==> src/rtl/l_out_port_alloc_ctrl_pkg.sv <==
// Shared router definitions: port indices, allocator state encoding and the
// crossbar select type used by all output-port controllers.
package l_out_port_alloc_ctrl_pkg;

  localparam int PORT_N = 3;
  localparam int PORT_S = 2;
  localparam int PORT_W = 1;
  localparam int PORT_E = 0;

  typedef enum logic {
    IDLE   = 1'b0,
    LOCKED = 1'b1
  } alloc_state_t;

  typedef logic [2:0] xbar_sel_t;

  function automatic logic is_onehot4(input logic [3:0] v);
    return (v != 4'b0000) && ((v & (v - 4'd1)) == 4'b0000);
  endfunction

  function automatic logic is_multihot4(input logic [3:0] v);
    return (v & (v - 4'd1)) != 4'b0000;
  endfunction

endpackage

==> src/rtl/l_out_port_alloc_ctrl_credit_counter.sv <==
// Downstream credit counter shared by the output-port controllers; saturates at
// CREDIT_DEPTH and flags a return that would exceed it.
module credit_counter #(
  parameter  int CREDIT_DEPTH = 4,
  localparam int CNT_W        = $clog2(CREDIT_DEPTH + 1)
) (
  input  logic clk,
  input  logic reset,
  input  logic inc,
  input  logic dec,
  output logic nonzero,
  output logic overflow
);

  localparam logic [CNT_W-1:0] FULL = CNT_W'(CREDIT_DEPTH);

  logic [CNT_W-1:0] count;

  assign nonzero  = (count != '0);
  assign overflow = inc && !dec && (count == FULL);

  always_ff @(posedge clk or posedge reset) begin
    if (reset) begin
      count <= FULL;
    end else begin
      unique case ({inc, dec})
        2'b10:   if (count != FULL) count <= count + 1'b1;
        2'b01:   if (count != '0)   count <= count - 1'b1;
        default: count <= count;
      endcase
    end
  end

endmodule

==> src/rtl/l_out_port_alloc_ctrl.sv <==
// Local (ejection) output port allocator: wormhole lock, credit tracking, pops,
// crossbar drive. Optional statistics counters under L_ALLOC_STATS_EN.
module l_out_port_alloc_ctrl
  import l_out_port_alloc_ctrl_pkg::*;
#(
  parameter int CREDIT_DEPTH = 4
) (
  input  logic       clk,
  input  logic       reset,
  input  logic [3:0] rrp_grant_i,
  input  logic [2:0] rrp_cs_i,
  input  logic [3:0] flit_valid_i,
  input  logic [3:0] flit_tail_i,
  input  logic       credit_return_i,
  output logic       rr_change_order_o,
  output logic       rr_downstream_credit_o,
  output logic [2:0] xbar_sel_o,
  output logic       xbar_valid_o,
  output logic [3:0] pop_o,
  output logic       busy_o,
  output logic       proto_err_o
`ifdef L_ALLOC_STATS_EN
  ,
  output logic [15:0] pkt_count_o,
  output logic [15:0] stall_count_o
`endif
);

  alloc_state_t state, state_nxt;
  logic [3:0]   owner_q;
  xbar_sel_t    sel_q;

  logic [3:0]   cand;
  xbar_sel_t    sel;
  logic         grant_ok;
  logic         cand_valid;
  logic         cand_tail;
  logic         xfer;
  logic         tail_xfer;
  logic         multi_grant;
  logic         credit_nz;
  logic         credit_ovf;

  credit_counter #(.CREDIT_DEPTH(CREDIT_DEPTH)) u_credit (
    .clk      (clk),
    .reset    (reset),
    .inc      (credit_return_i),
    .dec      (xfer),
    .nonzero  (credit_nz),
    .overflow (credit_ovf)
  );

  // In IDLE the processor's grant is the candidate; once locked the latched owner is.
  always_comb begin
    cand        = owner_q;
    sel         = sel_q;
    grant_ok    = 1'b1;
    multi_grant = 1'b0;
    if (state == IDLE) begin
      cand        = rrp_grant_i;
      sel         = rrp_cs_i;
      grant_ok    = is_onehot4(rrp_grant_i);
      multi_grant = is_multihot4(rrp_grant_i);
    end
    cand_valid = |(cand & flit_valid_i);
    cand_tail  = |(cand & flit_tail_i);
    // Reset gates the Mealy strobes so nothing moves while it is held.
    xfer       = grant_ok && cand_valid && credit_nz && !reset;
    tail_xfer  = xfer && cand_tail;
  end

  assign pop_o                  = cand & {4{xfer}};
  assign xbar_valid_o           = xfer;
  assign xbar_sel_o             = sel;
  assign rr_change_order_o      = tail_xfer;
  assign rr_downstream_credit_o = credit_nz;
  assign busy_o                 = (state == LOCKED);

  always_comb begin
    state_nxt = state;
    unique case (state)
      IDLE:    if (xfer && !cand_tail) state_nxt = LOCKED;
      LOCKED:  if (tail_xfer)          state_nxt = IDLE;
      default: state_nxt = IDLE;
    endcase
  end

  always_ff @(posedge clk or posedge reset) begin
    if (reset) state <= IDLE;
    else       state <= state_nxt;
  end

  always_ff @(posedge clk or posedge reset) begin
    if (reset) begin
      owner_q <= 4'b0000;
      sel_q   <= '0;
    end else if (state == IDLE && xfer) begin
      owner_q <= rrp_grant_i;
      sel_q   <= rrp_cs_i;
    end
  end

  always_ff @(posedge clk or posedge reset) begin
    if (reset)                          proto_err_o <= 1'b0;
    else if (multi_grant || credit_ovf) proto_err_o <= 1'b1;
  end

`ifdef L_ALLOC_STATS_EN
  always_ff @(posedge clk or posedge reset) begin
    if (reset) begin
      pkt_count_o   <= 16'h0000;
      stall_count_o <= 16'h0000;
    end else begin
      if (tail_xfer) pkt_count_o <= pkt_count_o + 16'h0001;
      if (state == LOCKED && !xfer && stall_count_o != 16'hFFFF)
        stall_count_o <= stall_count_o + 16'h0001;
    end
  end
`endif

endmodule

==> config.mk <==
export PLATFORM = sky130hd
export DESIGN_NAME = l_out_port_alloc_ctrl
export DESIGN_NICKNAME = d
export VERILOG_FILES = /design/src/rtl/l_out_port_alloc_ctrl_pkg.sv /design/src/rtl/l_out_port_alloc_ctrl_credit_counter.sv /design/src/rtl/l_out_port_alloc_ctrl.sv
export SDC_FILE = /design/constraint.sdc
export NUM_CORES = 1
export LEC_CHECK = 0
export CAP_MARGIN = 20
export CORE_UTILIZATION = 45
export DETAILED_ROUTE_END_ITERATION = 10
export PLACE_DENSITY = 0.74
export SLEW_MARGIN = 15
export SYNTH_ARGS = -nofsm -noshare
export SYNTH_HDL_FRONTEND = slang
export SYNTH_SLANG_ARGS = --single-unit
==> constraint.sdc <==
create_clock -name clk -period 2.9 [get_ports clk]
set_clock_uncertainty 0.2 [all_clocks]
set_input_delay 0.58 -clock clk [delete_from_list [all_inputs] [get_ports clk]]
set_output_delay 0.58 -clock clk [all_outputs]
set_load 0.01 [all_outputs]
* After elaboration in Yosys (flattened, before gate mapping)
Index checks and enable logic that the tools add are counted.
Storage, ports and cells: register bits 12, bits of input ports 18, output and inout bits 12, logic and storage cells 50
Operators by class: $add $sub $neg 3, equality and inequality tests 6, muxes and demuxes 10, bitwise operators 5, reduce and logical (&&, ||, !) cells 21
Operators with widths (count):
- $and A4 B4 Y4 | 4
- $logic_and A1 B1 Y1 | 9
- $mux W3 | 3
- $reduce_bool A4 Y1 | 2
- $reduce_or A4 Y1 | 2
- $pmux W3 S2 | 1
- $logic_not A4 Y1 | 1
- $mux W1 | 4
- $mux W4 | 1
- $sub A4 B1 Y4 const B | 1
- $add A3 B1 Y3 const B | 1
- $eq A3 B3 Y1 const B | 1
- $logic_not A1 Y1 | 3
- $ne A3 B3 Y1 const B | 1
- $reduce_and A3 Y1 | 1
- $reduce_bool A3 Y1 | 1
- $sub A3 B1 Y3 const B | 1
- $eq A2 B1 Y1 const B | 1
- $eq A2 B2 Y1 const B | 1
- $ne A2 B1 Y1 const B | 1
- $ne A2 B2 Y1 const B | 1
- $pmux W1 S2 | 1
- $reduce_bool A2 Y1 | 1
- $logic_or A1 B1 Y1 | 1
- $not A1 Y1 | 1

* Logic depth before layout (Yosys ltp)
depth in word-level cells 12, gate-level depth with buffers 10, depth with buffers taken out 9

* Modules after synthesis
From an unflattened synthesis, not the netlist that was laid out.
Unflattened totals: cell total of the unflattened synthesis 80, area total of the unflattened synthesis 925.9 um^2
Modules (own cells, without submodules):
- l_out_port_alloc_ctrl | times used 1, cells an instance 50, area an instance 636.9 um^2, sequential area each 225.2 um^2
- credit_counter | times used 1, cells an instance 30, area an instance 289.0 um^2, sequential area each 76.3 um^2

* Worst setup path before layout
OpenSTA, ideal clock, no wires.
path type in2reg, start point input reset, end point register u_credit.count[1], setup time 0.128 ns, data arrival time 2.175 ns, data required time 2.572 ns, setup slack 0.397 ns, cell stages on the path 7, buffers on the path 1, cell sequence inv_1 > and2_1 > clkbuf_2 > nand4_1 > fa_1 > a21oi_1 > mux2_1
On the way: cells in the longest elaborated chain, start to end 5, elaborated cells between the ends (all ways) 9, those cells by class eq/ne (4); mux (1); reduce/logical (4)
Ends and longest elaborated chain:
- from (decl) | RTL line l_out_port_alloc_ctrl.sv:9 | input logic reset,
- $logic_not A1 Y1 (no line) (*)
- $logic_and A1 B1 Y1 (*) | RTL line l_out_port_alloc_ctrl.sv:68 | xfer = grant_ok && cand_valid && credit_nz && !reset;
- $eq A2 B2 Y1 / $eq A2 B1 Y1 (equally long branches) | RTL line l_out_port_alloc_ctrl_credit_counter.sv:26 | unique case ({inc, dec})
- $ne A2 B1 Y1 (no line) (tied with other cells)
- $reduce_and A3 Y1 (no line)
- to (signal assigned) | RTL line l_out_port_alloc_ctrl_credit_counter.sv:27 | 2'b10: if (count != FULL) count <= count + 1'b1;
- to (signal assigned) | RTL line l_out_port_alloc_ctrl_credit_counter.sv:28 | 2'b01: if (count != '0) count <= count - 1'b1;
- to (signal assigned) | RTL line l_out_port_alloc_ctrl_credit_counter.sv:29 | default: count <= count;
- to (decl) | RTL line l_out_port_alloc_ctrl_credit_counter.sv:17 | logic [CNT_W-1:0] count;
Every way passes the cells marked *; elsewhere a longest branch is shown, timed or not. A chain may end at the register's enable or synchronous reset.

* Worst setup path after layout
start point input rrp_grant_i[3], end point output pop_o[1]
On the way: cells in the longest elaborated chain, start to end 9, elaborated cells between the ends (all ways) 13, those cells by class add/sub (1); mux (2); bitwise (3); reduce/logical (7)
Ends and longest elaborated chain:
- from (decl) | RTL line l_out_port_alloc_ctrl.sv:10 | input logic [3:0] rrp_grant_i,
- $sub A4 B1 Y4 | RTL line l_out_port_alloc_ctrl_pkg.sv:18 | return (v != 4'b0000) && ((v & (v - 4'd1)) == 4'b0000);
- $and A4 B4 Y4 | RTL line l_out_port_alloc_ctrl_pkg.sv:18
- $logic_not A4 Y1 | RTL line l_out_port_alloc_ctrl_pkg.sv:18
- $logic_and A1 B1 Y1 | RTL line l_out_port_alloc_ctrl_pkg.sv:18
- $mux W1 | RTL line l_out_port_alloc_ctrl.sv:59 | if (state == IDLE) begin
- $logic_and A1 B1 Y1 (*) (3 in series) | RTL line l_out_port_alloc_ctrl.sv:68
- $and A4 B4 Y4 (*) | RTL line l_out_port_alloc_ctrl.sv:72 | assign pop_o = cand & {4{xfer}};
- to (decl) | RTL line l_out_port_alloc_ctrl.sv:19 | output logic [3:0] pop_o,
Marked as above.

==> results.py <==
metrics = {
    "power": {
        "ir_drop_v": 0.000383,
        "power_density_mw_per_mm2": 415,
        "p_seq_share_pct": 40.9,
        "combPwrFrac_pct": 34.8,
        "intPower_uw": 375,
        "switching_share_pct": 34.4,
        "switching_power_uw": 197,
        "p_clk_share_pct": 24.3,
        "power_uw": 571,
        "cellLeakagePower_uw": 0.000720,
    },
    "setup_path": {
        "cp.arrival_ns": 2.05,
        "crit_path_cell_trace": "clkdlybuf4s50_1 > mux2_4 > a22oi_4 > nand2_4 > nand3_4 > nor2b_1 > dlygate4sd2_1",
        "cp-start-kind": "primary input",
        "critPathCaptureType": "output pin",
        "crit_fanout": 7,
        "cp_slowest_cell": "clkdlybuf4s50_1",
        "rr_worst_depth": 8,
        "worstSetupPathType": "in2out",
        "ff2ff_setup_slack_ns": 0.47,
        "reg2reg_to": "u_credit.count[1]$_DFFE_PP0P_",
        "cp.required_ns": 2.12,
        "slowest_delay_ns": 0.42,
    },
    "final_layout": {
        "area_growth_pct": 49.4,
        "drive_gt1_share_pct": 31.8,
        "final_area_sq_mm": 0.00138,
        "finalNonFillerCells": 156,
        "insertedDiodeCount": 0,
        "final_common_cell": "clkdlybuf4s50_1",
        "fin_nets": 149,
        "layout_common_cells": "clkdlybuf4s50_1, buf_4, dfrtp_1",
        "fin_util_pct": 70.9,
    },
    "routing": {
        "wl_per_cell_um": 14.2,
        "dr.pass1.iters": 4,
        "ant_nets": 0,
        "wl_um": 2210,
        "drc": 0,
        "num_vias": 830,
        "drt_iter0_drc": 14,
        "viasPerCell": 5.32,
    },
    "hold_path": {
        "hp-start": "proto_err_o$_DFFE_PP0P_",
        "hold_end": "proto_err_o$_DFFE_PP0P_",
        "hold_path_depth": 1,
        "hold_class": "reg2reg",
    },
    "logic_synthesis": {
        "syn_area_sq_um": 922,
        "yosysWarnings": 0,
        "syn_avg_cell_area_sq_um": 11.0,
        "ys_types": 34,
        "syn-num-nets": 103,
        "ys_seq_elements": 12,
        "synthCells": 84,
        "ys_seq_area_share_pct": 32.7,
    },
    "global_route": {
        "grt_max_degree": 13,
        "grt_pass1_wl_um": 3480,
        "grt_pass1_vias": 780,
        "antenna_found_initial": 0,
        "grt_util_all_layers_pct": 23.0,
        "grt-ovfl-total": 0,
    },
    "timing": {
        "grt_setup_unrepaired": "false",
        "worst_slew_margin_rel_pct": 81.8,
        "report.final.hold_viol_count": 0,
        "finalCritPeriodShare_pct": 97.5,
        "final-setup-viol-count": 0,
        "drv_slew": 0,
        "worst_slack_ns": 0.0739,
        "fin_crit_ns": 2.83,
        "worstMarginPinSlew_ns": 0.266,
        "max_freq_ghz": 0.354,
    },
    "clock_network": {
        "h-tree-depth": 1,
        "clockBufferDepth": 2,
        "clock_sinks": 12,
        "insertion_delay_ns": 0.28,
        "clock-root-buffer": "clkbuf_4",
        "clk_pin_slew_ns": 0.08,
        "cts_tree": "built",
        "cts_buffers": 3,
    },
    "floorplan": {
        "die-area_sq_mm": 0.00223,
        "initial_utilization_pct": 47.5,
        "io_pins": 30,
        "fp.dieW_um": 47.3,
        "row_count": 16,
        "coreArea_sq_mm": 0.00194,
        "fp.dieH_um": 47.3,
    },
    "status": {
        "status": "finished clean",
    },
    "placed_design": {
        "port-buffer-count": 29,
        "gp_congestion": 0.804,
        "dpl.hpwl_um": 1700,
        "place_area_sq_mm": 0.00134,
        "preCtsSetupSlack_ns": -0.313,
        "dp_cells": 152,
    },
    "flow_run": {
        "maxCapViolations": 0,
    },
}
-- critical path: cells and delay by family --
kind                   cells  cell delay, ns
multiplexers               1            0.31
AO/OA/AOI/OAI              1            0.21
buffers and inverters      2            0.70
AND/OR/NAND/NOR            3            0.24
-- sequential cells by signal, summed over array words and instances (netlist names), named ones only --
register,cells
u_credit.count,3
owner_q,4
sel_q,3
proto_err_o,1
-- synth_stat cells --
library cell,number,share of area [%]
fa_1,1,2.2
mux2_2,6,7.3
nand3_4,1,1.9
clkbuf_1,1,0.41
a22oi_4,2,4.6
mux2_1,2,2.4
a211oi_1,1,0.81
dfrtp_1,11,30
a21oi_1,7,3.8
nor2b_1,4,2.7
o2111ai_1,1,0.95
nand4_1,1,0.68
o21ai_4,1,1.8
nor3_1,3,1.6
and2_1,1,0.68
o2111a_1,1,1.2
a32oi_1,1,0.95
clkbuf_2,1,0.54
a21o_1,1,0.81
a22oi_1,2,1.6
dfstp_2,1,2.8
o21ai_0,1,0.54
inv_1,7,2.8
or3_1,1,0.68
nand4_4,1,2.3
nand2_1,4,1.6
nor2_1,4,1.6
a211o_1,1,0.95
xor2_1,2,1.9
and3_1,1,0.68
nand2_4,1,1.2
buf_6,1,1.2
mux2_4,7,11
mux2i_1,3,3.3
-- logic make-up after synthesis --
kind of cell    synth area share (%)
mux                             24.4
xor+xnor                        1.90
simple gates                    15.7
buf+inv                         5.02
flops                           32.7
fa+ha+maj                       2.17
compound gates                  18.0
-- final cells by class --
cell class / count / area [sq um]
fillers: 165 / 564
well taps: 27 / 33.8
flip-flops and latches: 12 / 302
inverters: 7 / 26.3
clock buffers: 4 / 36.3
multi-input cells: 62 / 588
repair buffers: 44 / 392
-- what timing repair did --
item,4_1_cts,5_1_grt
gates resized for setup,11,1
setup endpoints to repair,6,3
hold buffers,0,0
gates cloned,0,0
pin swaps,0,0
setup buffers,0,0
-- power by group through the flow --
stage	clock (uW)	combinational (uW)	sequential, uW
6_report	139	199	234
4_1_cts	139	199	233
3_5_place_dp	0	196	236
2_1_floorplan	0	118	229
5_1_grt	148	224	240
3_3_place_gp	0	186	235
-- per-layer routing --
metal / wire length [um] / vias to the layer above / global-route usage, %
li1: - / 399 / -
met4: 34 / 0 / 6.29
met5: 0 / - / 0
met3: 105 / 6 / 7.69
met2: 1120 / 22 / 37.8
met1: 944 / 403 / 28.7
-- worst max path at each step --
stage / cells past startpoint / slack, ns / to / startpoint
after floorplan: 7 / 0.40 / u_credit.count[1]$_DFFE_PP0P_ / reset
after global placement: 7 / -0.28 / rr_change_order_o / rrp_grant_i[1]
after detailed placement: 7 / -0.31 / pop_o[1] / rrp_grant_i[1]
after CTS: 7 / 0.06 / rr_change_order_o / rrp_grant_i[3]
after global routing: 7 / 0.002 / pop_o[1] / rrp_grant_i[3]
final: 7 / 0.07 / pop_o[1] / rrp_grant_i[3]
-- metrics by stage --
step / hold WS (ns) / TNS [ns]
after CTS: 0.278 / 0
final: 0.273 / 0
after global routing: 0.314 / 0
after floorplan: 0.249 / 0
after detailed placement: 0.259 / -2.19
after global placement: 0.261 / -1.91
No activity file was read; power rests on OpenSTA's default activity.
